`src/rtl/hankel_pkg.sv`:
```
// Shared types and defaults for the Hankel sample-source path.
package hankel_pkg;

  localparam int DATA_W_DEF = 16;
  localparam int ADDR_W_DEF = 8;
  localparam int DEPTH_DEF  = 64;

  typedef enum logic [1:0] {
    IDLE    = 2'd0,
    CAPTURE = 2'd1,
    READY   = 2'd2
  } state_t;

  localparam logic [15:0] RD_ERR_DATA = 16'hFFFF;

endpackage

```
`src/rtl/hankel_src_ram.sv`:
```
// DEPTH x DATA_W sample store: synchronous write, registered read on rd_en, no reset.
module hankel_src_ram #(
  parameter int DATA_W = 16,
  parameter int AW     = 6,
  parameter int DEPTH  = 64
) (
  input  logic              clk,
  input  logic              wr_en,
  input  logic [AW-1:0]     wr_addr,
  input  logic [DATA_W-1:0] wr_data,
  input  logic              rd_en,
  input  logic [AW-1:0]     rd_addr,
  output logic [DATA_W-1:0] rd_data
);

  logic [DATA_W-1:0] mem [DEPTH];

  always_ff @(posedge clk) begin
    if (wr_en) mem[wr_addr] <= wr_data;
    if (rd_en) rd_data <= mem[rd_addr];
  end

endmodule

```
`src/rtl/hankel_src_buffer.sv`:
```
// Capture buffer feeding hankel_matrix: burst-captures DEPTH samples, then serves 1-cycle random reads.
// Optional HANKEL_SRC_MEAN_SUB_EN: legal reads return sample minus the capture mean.
module hankel_src_buffer
  import hankel_pkg::*;
#(
  parameter int DATA_W = DATA_W_DEF,
  parameter int ADDR_W = ADDR_W_DEF,
  parameter int DEPTH  = DEPTH_DEF
) (
  input  logic              clk,
  input  logic              rst_n,
  input  logic              arm,
  input  logic              in_valid,
  input  logic [DATA_W-1:0] in_data,
  output logic              in_ready,
  output logic              cap_done,
  output logic              buf_rdy,
  input  logic              rd,
  input  logic [ADDR_W-1:0] addr,
  output logic [DATA_W-1:0] data,
  output logic              rd_err
);

  localparam int AW = $clog2(DEPTH);
  localparam logic [ADDR_W:0] LAST_PTR  = (ADDR_W + 1)'(DEPTH - 1);
  localparam logic [ADDR_W:0] DEPTH_LIM = (ADDR_W + 1)'(DEPTH);
  localparam logic [DATA_W-1:0] ERR_DAT = {DATA_W{1'b1}};

  state_t            state;
  logic [ADDR_W:0]   wr_ptr;
  logic              err_sel;
  logic              wr_en;
  logic              rd_ok;
  logic              last_wr;
  logic [DATA_W-1:0] ram_q;

  assign in_ready = (state == CAPTURE);
  assign buf_rdy  = (state == READY);
  // arm has priority over a sample arriving in the same cycle
  assign wr_en    = in_ready && in_valid && !arm;
  assign last_wr  = wr_en && (wr_ptr == LAST_PTR);
  assign rd_ok    = buf_rdy && ({1'b0, addr} < DEPTH_LIM);

  hankel_src_ram #(
    .DATA_W (DATA_W),
    .AW     (AW),
    .DEPTH  (DEPTH)
  ) u_ram (
    .clk     (clk),
    .wr_en   (wr_en),
    .wr_addr (wr_ptr[AW-1:0]),
    .wr_data (in_data),
    .rd_en   (rd && rd_ok),
    .rd_addr (addr[AW-1:0]),
    .rd_data (ram_q)
  );

  always_ff @(posedge clk) begin
    if (!rst_n) begin
      state    <= IDLE;
      wr_ptr   <= '0;
      cap_done <= 1'b0;
      rd_err   <= 1'b0;
      err_sel  <= 1'b1;
    end else begin
      cap_done <= 1'b0;
      rd_err   <= rd && !rd_ok;
      // err_sel only moves on a read, so data holds between reads
      if (rd) err_sel <= !rd_ok;
      if (arm) begin
        state  <= CAPTURE;
        wr_ptr <= '0;
      end else if (wr_en) begin
        wr_ptr <= wr_ptr + 1'b1;
        if (last_wr) begin
          state    <= READY;
          cap_done <= 1'b1;
        end
      end
    end
  end

`ifdef HANKEL_SRC_MEAN_SUB_EN
  localparam int SUM_W = DATA_W + AW;

  logic signed [SUM_W-1:0] sum;
  logic signed [SUM_W-1:0] sum_nxt;
  logic [DATA_W-1:0]       mean;
  logic [DATA_W-1:0]       rd_mean;

  assign sum_nxt = sum + SUM_W'(signed'(in_data));

  // rd_mean snapshots the mean at read time so held data never shifts when a new capture lands
  always_ff @(posedge clk) begin
    if (!rst_n) begin
      sum     <= '0;
      mean    <= '0;
      rd_mean <= '0;
    end else begin
      if (arm) begin
        sum <= '0;
      end else if (wr_en) begin
        sum <= sum_nxt;
        if (last_wr) mean <= DATA_W'(sum_nxt >>> AW);
      end
      if (rd && rd_ok) rd_mean <= mean;
    end
  end

  assign data = err_sel ? ERR_DAT : (ram_q - rd_mean);
`else
  assign data = err_sel ? ERR_DAT : ram_q;
`endif

endmodule
```
`config.mk`:
```
export PLATFORM = sky130hd
export DESIGN_NAME = hankel_src_buffer
export DESIGN_NICKNAME = d
export VERILOG_FILES = /design/src/rtl/hankel_pkg.sv /design/src/rtl/hankel_src_ram.sv /design/src/rtl/hankel_src_buffer.sv
export SDC_FILE = /design/constraint.sdc
export NUM_CORES = 1
export LEC_CHECK = 0
export BUFFER_PORTS_ARGS = -buffer_cell sky130_fd_sc_hd__buf_2
export CORE_MARGIN = 2
export CORE_UTILIZATION = 37
export CTS_CLUSTER_DIAMETER = 80
export CTS_CLUSTER_SIZE = 10
export DETAILED_ROUTE_END_ITERATION = 7
export SLEW_MARGIN = 20
export SYNTH_ARGS = -nofsm -noshare
export SYNTH_HDL_FRONTEND = slang
export SYNTH_SLANG_ARGS = --single-unit
export TNS_END_PERCENT = 100
```
`constraint.sdc`:
```
create_clock -name clk -period 3.8 [get_ports clk]
set_input_delay 0.38 -clock clk [delete_from_list [all_inputs] [get_ports clk]]
set_output_delay 0.38 -clock clk [all_outputs]
set_load 0.01 [all_outputs]
```
Word level (Yosys, flattened, before mapping)
Memory sizes are Yosys's and may differ from the RTL's. A register that Yosys moved wholly into a read port is not among the register bits.
Index checks and enable logic that the tools add are counted.

word-level totals
  register bits after elaboration = 14
  bits in latches = 0
  memory bits (writable) = 1024
  memory bits (read-only) = 0
  bits of input ports = 29
  output and inout port bits = 20
  memories kept = 1

cells by class
  add/subtract/negate cells = 1
  multiply operators = 0
  divide/modulo/power cells = 0
  magnitude comparators = 1
  eq/ne operators = 3
  shift-type cells = 0
  mux-type cells = 7
  bitwise logic cells = 2
  reduce and logical (&&, ||, !) cells = 14

memory list
  memory     words  width  read ports  clocked after Yosys merged registers in  wr ports  line                  RTL
  u_ram.mem  64     16     1           1                                        1         hankel_src_ram.sv:16  logic [DATA_W-1:0] mem [DEPTH];

operators with widths
  cell                                                        count
  two-way mux 16 bit                                          1
  adder 9 x 1 -> 9 bit, second input constant                 1
  equality test 9 x 6 -> 1 bit, second input constant         1
  less-than comparator 8 x 7 -> 1 bit, second input constant  1
  logical AND 1 bit                                           6
  two-way mux 1 bit                                           6
  AND reduction 2 bit                                         2
  nonzero test 2 bit                                          2
  OR reduction 3 bit                                          1
  equality test 2 x 1 -> 1 bit, second input constant         1
  equality test 2 bit, second input constant                  1
  zero test 1 bit                                             2
  inverter 1 bit                                              2
  OR reduction 2 bit                                          1

Logic depth before layout (Yosys ltp)
  word-level depth = 7
  mapped depth = 9
  depth with buffers taken out = 5

Modules after synthesis
From an unflattened synthesis, not the netlist that was laid out.

second synthesis, totals
  cells, all modules = 1917
  area, all modules = 40944.3 sq um

modules (own cells, without submodules)
  module             times used  cells each  area an instance (sq um)
  hankel_src_ram     1           1829        40202.3
  hankel_src_buffer  1           88          742.0

Least setup slack after synthesis
OpenSTA, ideal clock, no wires.

  path kind = register to register
  start = reg state[0]
  end = reg err_sel
  setup time = 0.216 ns
  arrival = 2.514 ns
  path slack = 1.070 ns
  stages on the path, launching flop included = 4
  clock period less this slack = 2.730 ns
  cells stage by stage = dfxtp_1 -> nand2b_1 -> nor4b_1 -> o21ai_0

on the way
  word-level cells in the longest chain between the ends = 3

ends and longest elaborated chain
  item                    line                     RTL
  from (decl)             hankel_src_buffer.sv:29  state_t state;
  from (signal assigned)  hankel_src_buffer.sv:60  state <= IDLE;
  from (signal assigned)  hankel_src_buffer.sv:71  state <= CAPTURE;
  from (signal assigned)  hankel_src_buffer.sv:76  state <= READY;
  equality test 2 bit     hankel_src_buffer.sv:38  assign buf_rdy = (state == READY);
  logical AND 1 bit       hankel_src_buffer.sv:42  assign rd_ok = buf_rdy && ({1'b0, addr} < DEPTH_LIM);
  zero test 1 bit         hankel_src_buffer.sv:69  if (rd) err_sel <= !rd_ok;
  to (signal assigned)    hankel_src_buffer.sv:69
  to (decl)               hankel_src_buffer.sv:31  logic err_sel;

Every way passes these cells.
A chain may end at the register's enable or synchronous reset.

Worst setup path in the final report
  start = reg state[0]
  end = mem u_ram.mem[38][6] (enable)

on the way
  word-level cells in the longest chain between the ends = 5

ends and longest elaborated chain
  item                                     line                     RTL
  equality test 2 x 1 -> 1 bit             hankel_src_buffer.sv:37  assign in_ready = (state == CAPTURE);
  logical AND 1 bit (2 in series)          hankel_src_buffer.sv:40  assign wr_en = in_ready && in_valid && !arm;
  two-way mux 1 bit                        hankel_src_ram.sv:19     if (wr_en) mem[wr_addr] <= wr_data;
  two-way mux 1 bit (not written as such)  hankel_src_ram.sv:19
  to (decl)                                hankel_src_ram.sv:16

Every way passes these cells.

==> parameters.txt <==
Parameter                              Value

GRT
  Number of global-route vias before repair    ~20000
  First-pass GRT wire length    144500 µm
  Global router's overall resource usage    0.1789
  Maximum number of pins on one net before global-route repair    65
  Initial antenna violation count    5
  Grt total ovfl    0

CTS
  Setup bufs post-CTS    0
  Number of levels in the clock H-tree    3
  # clock sinks    approximately 1100
  Deepest clock path buffer count    3
  Clock slew at the register clock pins of the worst setup and hold paths    around 0.06 ns
  CTS tree    done
  Clk Tree Root Cell    clkbuf_16
  Number of buffers inserted during clock tree synthesis    approximately 120
  Clk Latency, worst-skew pair    around 0.69 ns

Worst setup path
  Critical Path End Type    flip-flop
  Critical path class    flip-flop to flip-flop
  Crit path DAT    around 3.2 ns
  Worst R2R Start    state[0]$_SDFFE_PN0P_
  Depth of the most critical reg-to-reg path    7
  Worst endpoint required time    4.15 ns
  Destination of the worst register-to-register timing path    u_ram.mem[38][6]$_DFFE_PP_
  Worst reg2reg setup slack    0.91 ns
  Category of the worst setup path launch point    flip-flop
  Biggest fanout along the worst timing path    11

Worst hold path
  Worst hold stages    1
  Worst Hold Path EP    u_ram.mem[15][4]$_DFFE_PP_
  Hold WC Path Type    input pin to flip-flop
  Worst min-delay path startpoint    in_data[4]

Synth
  Synthesized area    between 0.04 and 0.05 mm²
  Count of mapped cells out of synthesis    1889
  Synth Flop Type    edfxtp_1
  Fraction of the yosys area taken by sequential cells    0.7791
  Average cell area after synthesis    roughly 21 µm²
  Count of yosys warnings during synthesis    0
  Asr flop ratio synth    0
  Synth cell types    a little under 50
  Total nets after synthesis    1919
  EDFF count, synth    ~1000
  Flip-flop and latch count after synthesis    ~1100

Detailed routing
  Remaining antenna violation count    0
  Total number of vias    ~20000
  Average via count per standard cell    ~5.6
  Number of DRC markers in iteration 0    between 2000 and 2500
  Number of design rule violations left after detail routing    0
  Final Routed Wirelength    100700 µm
  Routed wirelength normalized by instance count    between 20 and 30 µm
  Detailed-router iteration count before antenna repair    5

Timing
  Worst setup margin    0.9104 ns
  Setup repair after global routing missed its margin    no
  Setup total negative slack    0 ns
  Slew at the pin with the worst max-slew slack    ~1.0 ns
  Highest clock rate    346.1 MHz
  Worst-case clock skew    between 0.02 and 0.03 ns
  Headroom to the max-slew limit    0.3054
  Number of max-slew violations in the final report    0
  Minimum clock period after layout    between 2 and 3 ns
  Final setup viols    0
  Final hold violation count    0
  Final period util    0.7604

Floorplan
  X dimension of the die    approximately 330 µm
  Standard-cell rows    121
  Effective utilization at floorplan    0.3721
  Chip height    334.6 µm
  Placeable core region    between 0.1 and 0.15 mm²
  Die ar.    roughly 0.11 mm²
  Number of top-level pins    between 40 and 50

Final layout
  Final standard cell utilization of the core    0.4241
  Final design instance area without fill    around 0.046 mm²
  Area growth, synth to finish    13.98%
  Net count reported at finish    around 2100
  Share of post-route cells with drive strength above 1    0.2549

Run
  Max-capacitance violation count    0

Placed design
  Post-DP HPWL    a little over 60000 µm
  Post-Place Cell Area    roughly 0.043 mm²
  Count of port buffers added during placement    48
  Gp weighted congestion    about 0.84
  Post-Place Worst Slack    0.5491 ns

Pwr
  Final Power    23.43 mW
  Pwr per Cell Area    508.2 mW/mm²
  Largest vdd supply drop    0.0003669 V
  Leakage component of the power    between 10 and 15 nW

Outcome
  Status    complete, no violations
==> worst max-delay path by stage <==
stage | start | to | slack, ns | depth (start not counted)
floorplan | state[0]$_SDFFE_PN0P_ | err_sel$_SDFFE_PN1P_ | 1.07 | 3
CTS | state[0]$_SDFFE_PN0P_ | u_ram.mem[38][12]$_DFFE_PP_ | 0.90 | 7
global placement | addr[0] | u_ram.rd_data[6]$_DFFE_PP_ | 0.60 | 7
detailed placement | addr[0] | u_ram.rd_data[6]$_DFFE_PP_ | 0.55 | 7
finish | state[0]$_SDFFE_PN0P_ | u_ram.mem[38][6]$_DFFE_PP_ | 0.91 | 7
global route | state[0]$_SDFFE_PN0P_ | u_ram.mem[38][13]$_DFFE_PP_ | 0.76 | 7
==> layout make-up <==
class                   instances  area [µm²]
fillers                      9278       62600
flip-flops and latches       1054       31510
multi-input cells             733        8337
clock buffers                 143        3025
well taps                    1414        1769
repair buffers                185        1380
clock inverters                 6       70.07
inverters                       1       3.754
diodes                          1       2.502
==> cell usage after synthesis (4+ instances only) <==
cell type	instances	area share
nor3_1	8	0.00099
nand4b_1	4	0.00087
buf_4	17	0.0032
buf_2	34	0.0042
nor2_1	81	0.0075
nand3b_1	7	0.0013
and3_1	4	0.00062
dfxtp_1	14	0.0069
o211ai_1	8	0.0015
a22o_1	13	0.0028
o21ai_0	8	0.00099
nor2b_1	8	0.0012
edfxtp_1	1040	0.77
mux4_2	206	0.11
o221ai_1	19	0.0041
mux2_2	8	0.0022
o22ai_1	46	0.0071
xor2_1	6	0.0013
buf_6	16	0.0045
mux2i_1	100	0.025
a22oi_1	29	0.0054
buf_1	6	0.00056
nor4_1	4	0.00062
nand3_1	10	0.0012
or4_1	5	0.00093
nand2_1	30	0.0028
nand4_1	5	0.00077
o211a_1	8	0.0020
or3b_2	4	0.00087
nand2b_1	10	0.0015
or2_2	16	0.0025
o32ai_1	5	0.0011
a21oi_1	30	0.0037
a211oi_1	31	0.0058
clkbuf_1	28	0.0026
==> kinds of logic after synthesis <==
family	Yosys count	share of synthesized area
AOI/OAI and AO/OA	198	0.03468
muxes	314	0.1417
and+or+nand+nor	213	0.02766
xor gates and xnor gates	7	0.001516
buffers and inverters	102	0.01507
adders and majority gates	1	0.0003093
DFF	1054	0.7791
==> stage by stage <==
step / std cells / hold slack, ns
detailed placement: 3381 / 0.4843
floorplan: 1889 / 0.4562
global placement: 3381 / 0.4670
global route: 3537 / 0.1586
CTS: 3536 / 0.1308
finish: 3537 / 0.1646
==> routing by layer <==
metal | vias up | wire, µm | part of all wire | GRT usage
met5 | - | 111 | 0.0011 | 0.006513
met4 | 4 | 2505 | 0.025 | 0.05209
met3 | 150 | 8664 | 0.086 | 0.04649
met2 | 812 | 46700 | 0.46 | 0.2770
met1 | 10670 | 42690 | 0.42 | 0.2497
li1 | 8314 | - | - | -
==> worst max-delay path, stage by stage (launching register included) <==
cell,delay (ns)
dfxtp_1,0.35
nor2b_1,0.22
nand2_1,0.13
nor3_1,0.44
nand3_1,0.43
buf_4,0.32
nor2_1,0.31
buf_4,0.34
==> sequential cells by signal, summed over array words and instances, names as in the netlist <==
register,count
state,2
u_ram.mem,1024
rd_err,1
cap_done,1
err_sel,1
wr_ptr,9
u_ram.rd_data,16
==> layout by cell type, fill, tap and decap left out, types with 7 or more instances in the layout <==
cell and count:
a21oi_1 30, dfxtp_1 14, o21ai_0 8, a22o_1 13, nand3b_1 7, buf_2 43
nand2b_1 10, clkbuf_1 26, mux4_2 206, edfxtp_1 1040, clkbuf_16 117, a211oi_1 31
mux2i_1 100, buf_4 128, a22oi_1 29, or2_2 16, o22ai_1 46, nand2_1 30
nand3_1 10, o221ai_1 19, o211ai_1 8, mux2_2 8, o211a_1 8, nor3_1 8
nor2_1 81
==> repair_timing <==
action,in CTS,in global routing
hold endpoints to repair,5,0
gates resized for setup,0,0
hold buffers,6,0
==> power by group <==
group          internal, mW  switching (mW)
Sequential             12.8         0.00270
Clock                  5.47            4.14
Combinational         0.359           0.661
Note: power is estimated with default switching activity, not from simulation.
